==> config.mk <==
export PLATFORM = sky130hd
export DESIGN_NAME = sram_arbiter_flat
export DESIGN_NICKNAME = d
export VERILOG_FILES = /design/src/rtl/sram_arbiter_pkg.sv /design/src/rtl/sram_arbiter_if.sv /design/src/rtl/sram_arbiter_rr_pick.sv /design/src/rtl/sram_arbiter.sv /design/src/flat_wrapper.sv
export SDC_FILE = /design/constraint.sdc
export NUM_CORES = 1
export LEC_CHECK = 0
export ABC_AREA = 1
export CAP_MARGIN = 10
export CORE_MARGIN = 3
export CORE_UTILIZATION = 25
export DETAILED_ROUTE_END_ITERATION = 12
export SYNTH_ARGS = -nofsm -noshare
export SYNTH_HDL_FRONTEND = slang
export SYNTH_SLANG_ARGS = --single-unit
export TNS_END_PERCENT = 10
==> constraint.sdc <==
create_clock -name clk -period 2.6 [get_ports clk]
set_input_delay 0.26 -clock clk [delete_from_list [all_inputs] [get_ports clk]]
set_output_delay 0.26 -clock clk [all_outputs]
set_load 0.01 [all_outputs]
==> src/rtl/sram_arbiter_pkg.sv <==
// Shared types and constants for the two-requester SRAM arbiter.
package sram_arbiter_pkg;

  localparam int NUM_REQ = 2;
  localparam int ADDR_W  = 32;
  localparam int DATA_W  = 32;

  localparam logic [1:0] IDLE    = 2'd0;
  localparam logic [1:0] BUSY    = 2'd1;
  localparam logic [1:0] RELEASE = 2'd2;

  typedef struct packed {
    logic              r_en;
    logic              w_en;
    logic              hit;
    logic [ADDR_W-1:0] addr;
    logic [DATA_W-1:0] wdata;
  } req_t;

  // A write always wins over a simultaneous read from the same requester.
  function automatic logic mem_read_en(input logic r_en, input logic w_en);
    return r_en & ~w_en;
  endfunction

endpackage

==> src/rtl/sram_arbiter_if.sv <==
// Bundle of requester-side and SRAM-controller-side signals of the arbiter.
interface sram_arbiter_if;

  logic                               req0_r_en;
  logic                               req0_w_en;
  logic [sram_arbiter_pkg::ADDR_W-1:0] req0_addr;
  logic [sram_arbiter_pkg::DATA_W-1:0] req0_wdata;
  logic                               req0_hit;
  logic [sram_arbiter_pkg::DATA_W-1:0] req0_rdata;
  logic                               req0_ready;

  logic                               req1_r_en;
  logic                               req1_w_en;
  logic [sram_arbiter_pkg::ADDR_W-1:0] req1_addr;
  logic [sram_arbiter_pkg::DATA_W-1:0] req1_wdata;
  logic                               req1_hit;
  logic [sram_arbiter_pkg::DATA_W-1:0] req1_rdata;
  logic                               req1_ready;

  logic                               MEM_R_EN;
  logic                               MEM_W_EN;
  logic [sram_arbiter_pkg::ADDR_W-1:0] ALU_res;
  logic [sram_arbiter_pkg::DATA_W-1:0] ST_Value;
  logic                               hit;
  logic                               Ready;
  logic [sram_arbiter_pkg::DATA_W-1:0] read_data;
  logic                               grant;

  modport slave (
    input  req0_r_en, req0_w_en, req0_addr, req0_wdata, req0_hit,
    input  req1_r_en, req1_w_en, req1_addr, req1_wdata, req1_hit,
    input  Ready, read_data,
    output req0_rdata, req0_ready, req1_rdata, req1_ready,
    output MEM_R_EN, MEM_W_EN, ALU_res, ST_Value, hit, grant
  );

  modport master (
    output req0_r_en, req0_w_en, req0_addr, req0_wdata, req0_hit,
    output req1_r_en, req1_w_en, req1_addr, req1_wdata, req1_hit,
    output Ready, read_data,
    input  req0_rdata, req0_ready, req1_rdata, req1_ready,
    input  MEM_R_EN, MEM_W_EN, ALU_res, ST_Value, hit, grant
  );

endinterface

==> src/rtl/sram_arbiter_rr_pick.sv <==
// Two-way round-robin select: a lone requester wins, on a tie the one
// that was not granted last wins.
module sram_arbiter_rr_pick (
  input  logic [1:0] active,
  input  logic       last_grant,
  output logic       winner,
  output logic       any
);

  // Winner index from the active vector and previous grant
  always_comb begin
    winner = 1'b0;
    case (active)
      2'b01:   winner = 1'b0;
      2'b10:   winner = 1'b1;
      2'b11:   winner = ~last_grant;
      default: winner = 1'b0;
    endcase
  end

  assign any = |active;

endmodule

==> src/rtl/sram_arbiter.sv <==
// Two-requester SRAM arbiter: IDLE/BUSY/RELEASE handshake towards a single
// SRAM controller, round-robin grant, registered controller-side outputs.
module sram_arbiter
  import sram_arbiter_pkg::*;
(
  input logic           clk,
  input logic           rst,
  sram_arbiter_if.slave bus
);

  req_t               req0_s;
  req_t               req1_s;
  req_t               win_req_s;
  logic [NUM_REQ-1:0] active_s;
  logic               win_s;
  logic               any_s;

  logic [1:0]         state_r;
  logic               grant_r;
  logic               last_grant_r;
  logic [NUM_REQ-1:0] ready_r;
  logic [DATA_W-1:0]  rdata0_r;
  logic [DATA_W-1:0]  rdata1_r;
  logic               mem_r_en_r;
  logic               mem_w_en_r;
  logic               hit_r;
  logic [ADDR_W-1:0]  alu_res_r;
  logic [DATA_W-1:0]  st_value_r;

  assign req0_s   = '{r_en: bus.req0_r_en, w_en: bus.req0_w_en, hit: bus.req0_hit,
                      addr: bus.req0_addr, wdata: bus.req0_wdata};
  assign req1_s   = '{r_en: bus.req1_r_en, w_en: bus.req1_w_en, hit: bus.req1_hit,
                      addr: bus.req1_addr, wdata: bus.req1_wdata};
  assign active_s = {req1_s.r_en | req1_s.w_en, req0_s.r_en | req0_s.w_en};

  sram_arbiter_rr_pick u_rr_pick (
    .active     (active_s),
    .last_grant (last_grant_r),
    .winner     (win_s),
    .any        (any_s)
  );

  // Request of the arbitration winner, only consumed in IDLE
  always_comb begin
    if (win_s) begin
      win_req_s = req1_s;
    end else begin
      win_req_s = req0_s;
    end
  end

  // Handshake FSM; controller-side outputs are captured on the grant edge and
  // held through BUSY, so a late request change cannot glitch the enables.
  always_ff @(posedge clk) begin
    if (rst) begin
      state_r      <= IDLE;
      grant_r      <= 1'b0;
      last_grant_r <= 1'b1;
      ready_r      <= {NUM_REQ{1'b0}};
      rdata0_r     <= {DATA_W{1'b0}};
      rdata1_r     <= {DATA_W{1'b0}};
      mem_r_en_r   <= 1'b0;
      mem_w_en_r   <= 1'b0;
      hit_r        <= 1'b0;
      alu_res_r    <= {ADDR_W{1'b0}};
      st_value_r   <= {DATA_W{1'b0}};
    end else begin
      ready_r <= {NUM_REQ{1'b0}};
      case (state_r)
        IDLE: begin
          if (any_s) begin
            state_r    <= BUSY;
            grant_r    <= win_s;
            mem_w_en_r <= win_req_s.w_en;
            mem_r_en_r <= mem_read_en(win_req_s.r_en, win_req_s.w_en);
            hit_r      <= win_req_s.hit;
            alu_res_r  <= win_req_s.addr;
            st_value_r <= win_req_s.wdata;
          end else begin
            state_r <= IDLE;
          end
        end
        BUSY: begin
          if (bus.Ready) begin
            state_r          <= RELEASE;
            last_grant_r     <= grant_r;
            ready_r[grant_r] <= 1'b1;
            mem_r_en_r       <= 1'b0;
            mem_w_en_r       <= 1'b0;
            hit_r            <= 1'b0;
            // Read data is kept across writes
            if (mem_r_en_r) begin
              if (grant_r) begin
                rdata1_r <= bus.read_data;
              end else begin
                rdata0_r <= bus.read_data;
              end
            end
          end else begin
            state_r <= BUSY;
          end
        end
        RELEASE: begin
          state_r <= IDLE;
        end
        default: begin
          state_r    <= IDLE;
          mem_r_en_r <= 1'b0;
          mem_w_en_r <= 1'b0;
          hit_r      <= 1'b0;
        end
      endcase
    end
  end

  assign bus.MEM_R_EN   = mem_r_en_r;
  assign bus.MEM_W_EN   = mem_w_en_r;
  assign bus.hit        = hit_r;
  assign bus.ALU_res    = alu_res_r;
  assign bus.ST_Value   = st_value_r;
  assign bus.grant      = grant_r;
  assign bus.req0_ready = ready_r[0];
  assign bus.req1_ready = ready_r[1];
  assign bus.req0_rdata = rdata0_r;
  assign bus.req1_rdata = rdata1_r;

endmodule

==> src/flat_wrapper.sv <==
// flat-port wrapper written by rule: the top's interface ports become plain ports
module sram_arbiter_flat import sram_arbiter_pkg::*;
  (clk, rst, bus_req0_r_en, bus_req0_w_en, bus_req0_addr, bus_req0_wdata, bus_req0_hit, bus_req1_r_en, bus_req1_w_en, bus_req1_addr, bus_req1_wdata, bus_req1_hit, bus_Ready, bus_read_data, bus_req0_rdata, bus_req0_ready, bus_req1_rdata, bus_req1_ready, bus_MEM_R_EN, bus_MEM_W_EN, bus_ALU_res, bus_ST_Value, bus_hit, bus_grant);
  sram_arbiter_if bus_i ();
  input logic clk;
  input logic rst;
  input wire logic [$bits(bus_i.req0_r_en)-1:0] bus_req0_r_en;
  input wire logic [$bits(bus_i.req0_w_en)-1:0] bus_req0_w_en;
  input wire logic [$bits(bus_i.req0_addr)-1:0] bus_req0_addr;
  input wire logic [$bits(bus_i.req0_wdata)-1:0] bus_req0_wdata;
  input wire logic [$bits(bus_i.req0_hit)-1:0] bus_req0_hit;
  input wire logic [$bits(bus_i.req1_r_en)-1:0] bus_req1_r_en;
  input wire logic [$bits(bus_i.req1_w_en)-1:0] bus_req1_w_en;
  input wire logic [$bits(bus_i.req1_addr)-1:0] bus_req1_addr;
  input wire logic [$bits(bus_i.req1_wdata)-1:0] bus_req1_wdata;
  input wire logic [$bits(bus_i.req1_hit)-1:0] bus_req1_hit;
  input wire logic [$bits(bus_i.Ready)-1:0] bus_Ready;
  input wire logic [$bits(bus_i.read_data)-1:0] bus_read_data;
  output wire logic [$bits(bus_i.req0_rdata)-1:0] bus_req0_rdata;
  output wire logic [$bits(bus_i.req0_ready)-1:0] bus_req0_ready;
  output wire logic [$bits(bus_i.req1_rdata)-1:0] bus_req1_rdata;
  output wire logic [$bits(bus_i.req1_ready)-1:0] bus_req1_ready;
  output wire logic [$bits(bus_i.MEM_R_EN)-1:0] bus_MEM_R_EN;
  output wire logic [$bits(bus_i.MEM_W_EN)-1:0] bus_MEM_W_EN;
  output wire logic [$bits(bus_i.ALU_res)-1:0] bus_ALU_res;
  output wire logic [$bits(bus_i.ST_Value)-1:0] bus_ST_Value;
  output wire logic [$bits(bus_i.hit)-1:0] bus_hit;
  output wire logic [$bits(bus_i.grant)-1:0] bus_grant;
  assign bus_i.req0_r_en = bus_req0_r_en;
  assign bus_i.req0_w_en = bus_req0_w_en;
  assign bus_i.req0_addr = bus_req0_addr;
  assign bus_i.req0_wdata = bus_req0_wdata;
  assign bus_i.req0_hit = bus_req0_hit;
  assign bus_i.req1_r_en = bus_req1_r_en;
  assign bus_i.req1_w_en = bus_req1_w_en;
  assign bus_i.req1_addr = bus_req1_addr;
  assign bus_i.req1_wdata = bus_req1_wdata;
  assign bus_i.req1_hit = bus_req1_hit;
  assign bus_i.Ready = bus_Ready;
  assign bus_i.read_data = bus_read_data;
  assign bus_req0_rdata = bus_i.req0_rdata;
  assign bus_req0_ready = bus_i.req0_ready;
  assign bus_req1_rdata = bus_i.req1_rdata;
  assign bus_req1_ready = bus_i.req1_ready;
  assign bus_MEM_R_EN = bus_i.MEM_R_EN;
  assign bus_MEM_W_EN = bus_i.MEM_W_EN;
  assign bus_ALU_res = bus_i.ALU_res;
  assign bus_ST_Value = bus_i.ST_Value;
  assign bus_hit = bus_i.hit;
  assign bus_grant = bus_i.grant;
  sram_arbiter u_core (.clk(clk), .rst(rst), .bus(bus_i));
endmodule
### After elaboration in Yosys (flattened, before gate mapping)

Index checks and enable logic that the tools add are counted.

| storage, ports and cells | value |
|---|---|
| flip-flop bits (word level) | 137 |
| input bits | 169 |
| output and inout bits | 134 |
| word-level logic and storage cells | 51 |

| cells by class | value |
|---|---|
| order comparisons | 2 |
| eq/ne operators | 6 |
| mux-type cells | 14 |
| bitwise logic cells | 9 |
| reduce and logical (&&, ||, !) cells | 9 |

Operators by type and width:

| cell | number |
|---|---|
| 67-bit 2-to-1 mux | 1 |
| 1-bit case mux with 3 select lines | 3 |
| 4-bit AND reduction | 2 |
| 2-bit equality test (second input constant) | 3 |
| 1-bit 2-to-1 mux | 6 |
| 1-bit NOT | 6 |
| 2-bit case mux with 2 select lines | 1 |
| 2-bit AND reduction | 2 |
| 3-bit AND reduction | 1 |
| 3-bit OR reduction | 1 |
| 2-bit by 1-bit equality test with 1-bit output (second input constant) | 1 |
| 2-bit zero test | 1 |
| 1-bit by 2-bit < comparator with 1-bit output (second input constant) | 1 |
| 2-bit 2-to-1 mux | 1 |
| 2-bit by 1-bit != test with 1-bit output (second input constant) | 1 |
| 2-bit != test (second input constant) | 1 |
| 1-bit OR | 2 |
| 1-bit case mux with 2 select lines | 1 |
| 2-bit OR reduction | 1 |
| 1-bit AND | 1 |
| 1-bit demux with 1-bit select | 1 |
| 1-bit >= comparator (second input constant) | 1 |
| 1-bit logical AND | 1 |

### Logic depth before layout (Yosys ltp)

| depth | value |
|---|---|
| depth in word-level cells | 8 |
| mapped depth | 9 |
| depth with buffers taken out | 8 |

### Cells and area by module

From an unflattened synthesis, not the netlist that was laid out.

| second synthesis, totals | value |
|---|---|
| cell total of the unflattened synthesis | 827 |
| area, all modules | 5,659.2 µm² |

By module, submodules not included:

| module | times used | cells an instance | area an instance (µm²) | sequential area each (µm²) |
|---|---|---|---|---|
| sram_arbiter | 1 | 824 | 5,644.2 | 2,742.6 |
| sram_arbiter_rr_pick | 1 | 3 | 15.0 | 0.0 |

### Worst setup path after synthesis

Ideal clock, no wire load.

| timing path | value |
|---|---|
| path type | register to register |
| start | reg u_core.state_r[1] |
| end | reg u_core.alu_res_r[20], in the netlist u_core.bus.ALU_res[20] |
| library setup time | 0.117 ns |
| arrival | 1.037 ns |
| data required time | 2.483 ns |
| slack | 1.446 ns |
| stages on the path, launching flop included | 9 |
| buffers on the path | 2 |
| period minus slack after synthesis | 1.154 ns |
| cells stage by stage | dfxtp_1 -> nor2_2 -> nand2_4 -> inv_2 -> buf_8 -> buf_4 -> nand2_1 -> nor2_1 -> nor2_1 |

| between the ends | value |
|---|---|
| cells in the longest elaborated chain, start to end | 2 |

Ends and longest elaborated chain:

| item | RTL line | RTL |
|---|---|---|
| start, declared | sram_arbiter.sv:18 | `logic [1:0] state_r;` |
| start signal, assigned | sram_arbiter.sv:56 | `state_r <= IDLE;` |
| start signal, assigned | sram_arbiter.sv:72 | `state_r <= BUSY;` |
| start signal, assigned | sram_arbiter.sv:80 | `state_r <= IDLE;` |
| 2-bit zero test | sram_arbiter.sv:69 | `case (state_r)` |
| 2-bit AND reduction (no source line) | - |  |
| end signal, assigned | sram_arbiter.sv:65 | `alu_res_r <= {ADDR_W{1'b0}};` |
| end signal, assigned | sram_arbiter.sv:77 | `alu_res_r <= win_req_s.addr;` |
| end, declared | sram_arbiter.sv:27 | `logic [ADDR_W-1:0] alu_res_r;` |

Every way passes these cells.
A chain may end at the register's enable or synchronous reset.

### Final worst setup path

| timing path | value |
|---|---|
| start | reg u_core.grant_r, in the netlist u_core.bus.grant |
| end | out bus_grant |

RTL lines:

| item | RTL line | RTL |
|---|---|---|
| start, declared | sram_arbiter.sv:19 | `logic grant_r;` |
| start signal, assigned | sram_arbiter.sv:73 | `grant_r <= win_s;` |
| end, declared | flat_wrapper.sv:28 | `output wire logic [$bits(bus_i.grant)-1:0] bus_grant;` |

No word-level cell between the ends.

==> results_dict.tcl <==
set metrics [dict create \
    dp.cells 1434 \
    clockRootBuffer "clkbuf_16" \
    finalSetupViolations 0 \
    final_cells 1466 \
    crit_slowest_cell "clkdlybuf4s50_1" \
    drc 0 \
    cpPeakStageDelay_ns 0.60 \
    combPwrFrac_pct 21.6 \
    worst_pin_slew_ns 0.631 \
    holdBufCountCts 0 \
    critical_path_class "reg2out" \
    syn_area_per_cell_um2 7.17 \
    critPathRequiredTime_ns 2.34 \
    drive_above_1_share_pct 9.24 \
    fmaxAchievable_mhz 590 \
    fin_nets 1303 \
    synth_cell_type_count 24 \
    rsz0062_at_grt "false" \
    layout_setup_ws_ns 0.904 \
    vias_per_cell 4.20 \
    cts_tree "yes" \
    skew_ns 0.0111 \
    grt_pass1_wl_mm 32.0 \
    synthXorXnorAreaFrac_pct 0 \
    synth_mux_area_share_pct 0 \
    finalPower_uw 6070 \
    grtUsageTotal_pct 15.2 \
    dieArea_um2 26400 \
    synthesis.area_um2 6120 \
    synth_fa_ha_area_share_pct 0 \
    coreArea_um2 23800 \
    holdCritPathClass "in2reg" \
    boundaryPins 303 \
    final_antenna_net_count 0 \
    path_delay_family "buffers and inverters" \
    vias 6155 \
    post-route-period-util_pct 65.2 \
    synth-seq-cells 137 \
    dpl.hpwl_mm 14.8 \
    pwr_density_cell_nw_per_um2 610 \
    initial_core_util_pct 25.8 \
    drt_first_pass_iters 4 \
    cts_buffers 17 \
    wirelength_mm 20.4 \
    slew_headroom_pct 57.9 \
    crit_buf_inv 1 \
    die_x_um 162 \
    critPathLaunch "u_core.bus.grant" \
    die_y_um 162 \
    swShare_pct 28.8 \
    period_needed_ns 1.70 \
    path_max_fanout 5 \
    drv_cap 0 \
    path_cells "clkdlybuf4s50_1" \
    p_clk_share_pct 40.0 \
    synth_warnings 0 \
    synth_top_family_by_area "simple AND/OR/NAND/NOR gates" \
    area_delta_synth_final_pct 62.6 \
    fillers 2425 \
    irDropWorstVdd_uv 351 \
    pre_cts_ws_ns 0.525 \
    cts_resized 0 \
    antenna_found_initial 1 \
    power_frac_seq_pct 38.3 \
    htree_num_levels 4 \
    drt_iter0_drc 318 \
    finalHoldViolations 0 \
    wl_per_cell_um 13.9 \
    grt_max_degree 55 \
    synth_compound_area_share_pct 12.5 \
    p_sw_uw 1750 \
    grt_pass1_vias 6036 \
    cts_setup_buffers 0 \
    syn_inst 853 \
    path_clk_slew_ns 0.07 \
    gp_congestion 0.818 \
    io_buffers 302 \
    cts.sinks 137 \
    rows 56 \
    intPower_uw 4320 \
    p_leak_uw 0.00405 \
    synth-simple-area-share_pct 32.4 \
    cp.arrival_ns 1.44 \
    diodes 0 \
    startpoint_type "flop" \
    reg2reg_from "u_core.last_grant_r" \
    status "complete, no violations" \
    yosysSeqAreaShare_pct 44.8 \
    utilization_pct 41.9 \
    worstHoldStart "rst" \
    end_kind "output pin" \
    cts_buffer_depth 2 \
    insertion_delay_ns 0.42 \
    grt-ovfl-total 0 \
    syn-num-nets 1022 \
    tns_ns 0 \
    slew_violations 0 \
]
-- through the flow --
step / cell area (um^2) / hold WS, ns
after floorplan: 6120 / 0.409
after global placement: 9360 / 0.454
after detailed placement: 9360 / 0.455
after CTS: 9950 / 0.421
after global routing: 9950 / 0.438
final: 9950 / 0.445
-- flip-flops by register name, indices dropped and copies added (netlist names) --
signal and flops:
u_core.bus.MEM_W_EN 1, u_core.bus.ST_Value 32, u_core.bus.MEM_R_EN 1, u_core.ready_r 2, u_core.bus.ALU_res 32, u_core.bus.hit 1
u_core.state_r 2, u_core.bus.req1_rdata 32, u_core.last_grant_r 1, u_core.bus.req0_rdata 32, u_core.bus.grant 1
-- kinds of logic (layout without fill, tap and decap cells) --
kind of cell           Yosys count  count (layout)
DFF                            137             137
buffers and inverters          132             426
and+or+nand+nor                449             449
AOI/OAI and AO/OA              135             135
-- synth_stat cells --
library cell / number / area [um^2]
o21ai_4: 1 / 16.3
or2_2: 1 / 6.26
nand3b_1: 30 / 225
buf_4: 6 / 45.0
a21oi_1: 14 / 70.1
inv_1: 70 / 263
a21oi_2: 20 / 175
buf_1: 1 / 3.75
nand2_2: 2 / 12.5
o21ai_0: 19 / 95.1
nand3_2: 22 / 220
nor2_2: 3 / 18.8
inv_2: 5 / 18.8
o21ai_1: 81 / 405
buf_8: 3 / 45.0
clkbuf_1: 21 / 78.8
nand2_1: 138 / 518
buf_2: 18 / 90.1
dfxtp_1: 137 / 2740
nand2_4: 1 / 11.3
nor2_1: 235 / 882
nand3_1: 16 / 80.1
buf_6: 8 / 90.1
nor3_1: 1 / 5.00
-- final cells by class --
cell class              instances  area [um^2]  area share [%]
inverters                      75          283            2.84
flip-flops and latches        137         2740            27.6
repair buffers                319         3200            32.1
well taps                     319          399            4.01
clock buffers                  18          439            4.41
multi-input cells             584         2740            27.5
clock inverters                14          150            1.51
-- cell usage in the layout (no fill, tap or decap) --
cell type and instances:
clkbuf_16 17, clkinv_2 1, nor3_1 1, nand3_2 22, nor2_2 3, clkdlybuf4s50_1 301
buf_2 1, o21ai_0 19, o21ai_1 81, nand2_4 1, clkinv_4 2, nand2_1 138
buf_4 13, inv_1 69, nor2_1 235, nand2_2 2, inv_2 5, a21oi_1 14
nand3b_1 30, clkinvlp_4 3, o21ai_4 1, dfxtp_1 137, bufinv_16 1, or2_2 1
inv_8 4, clkbuf_8 1, buf_12 4, nand3_1 16, inv_6 4, a21oi_2 20
-- worst paths after layout --
path	depth (start not counted)	end	slack [ns]
max reg2reg	7	u_core.bus.ST_Value[9]	1.04
max	1	bus_grant	0.90
min reg2reg	2	u_core.bus.MEM_W_EN	0.46
min	3	u_core.bus.ALU_res[3]	0.45
-- power groups by stage --
| stage | sequential, uW | clock, uW | combinational [uW] |
|---|---|---|---|
| after floorplan | 2430 | 0 | 578 |
| after global placement | 2370 | 0 | 1320 |
| after detailed placement | 2370 | 0 | 1330 |
| after CTS | 2330 | 2520 | 1330 |
| after global routing | 2350 | 2610 | 1450 |
| final | 2330 | 2430 | 1310 |
-- routing by layer --
metal | GRT usage, % | vias up | routed length (um) | share of wire [%]
li1 | - | 3221 | - | -
met3 | 5.44 | 19 | 1560 | 7.6
met5 | 0 | - | 13 | 0.064
met1 | 18.6 | 2704 | 9040 | 44
met2 | 25.5 | 209 | 9530 | 47
met4 | 3.80 | 2 | 267 | 1.3
Power figures use the tool's default switching activity.
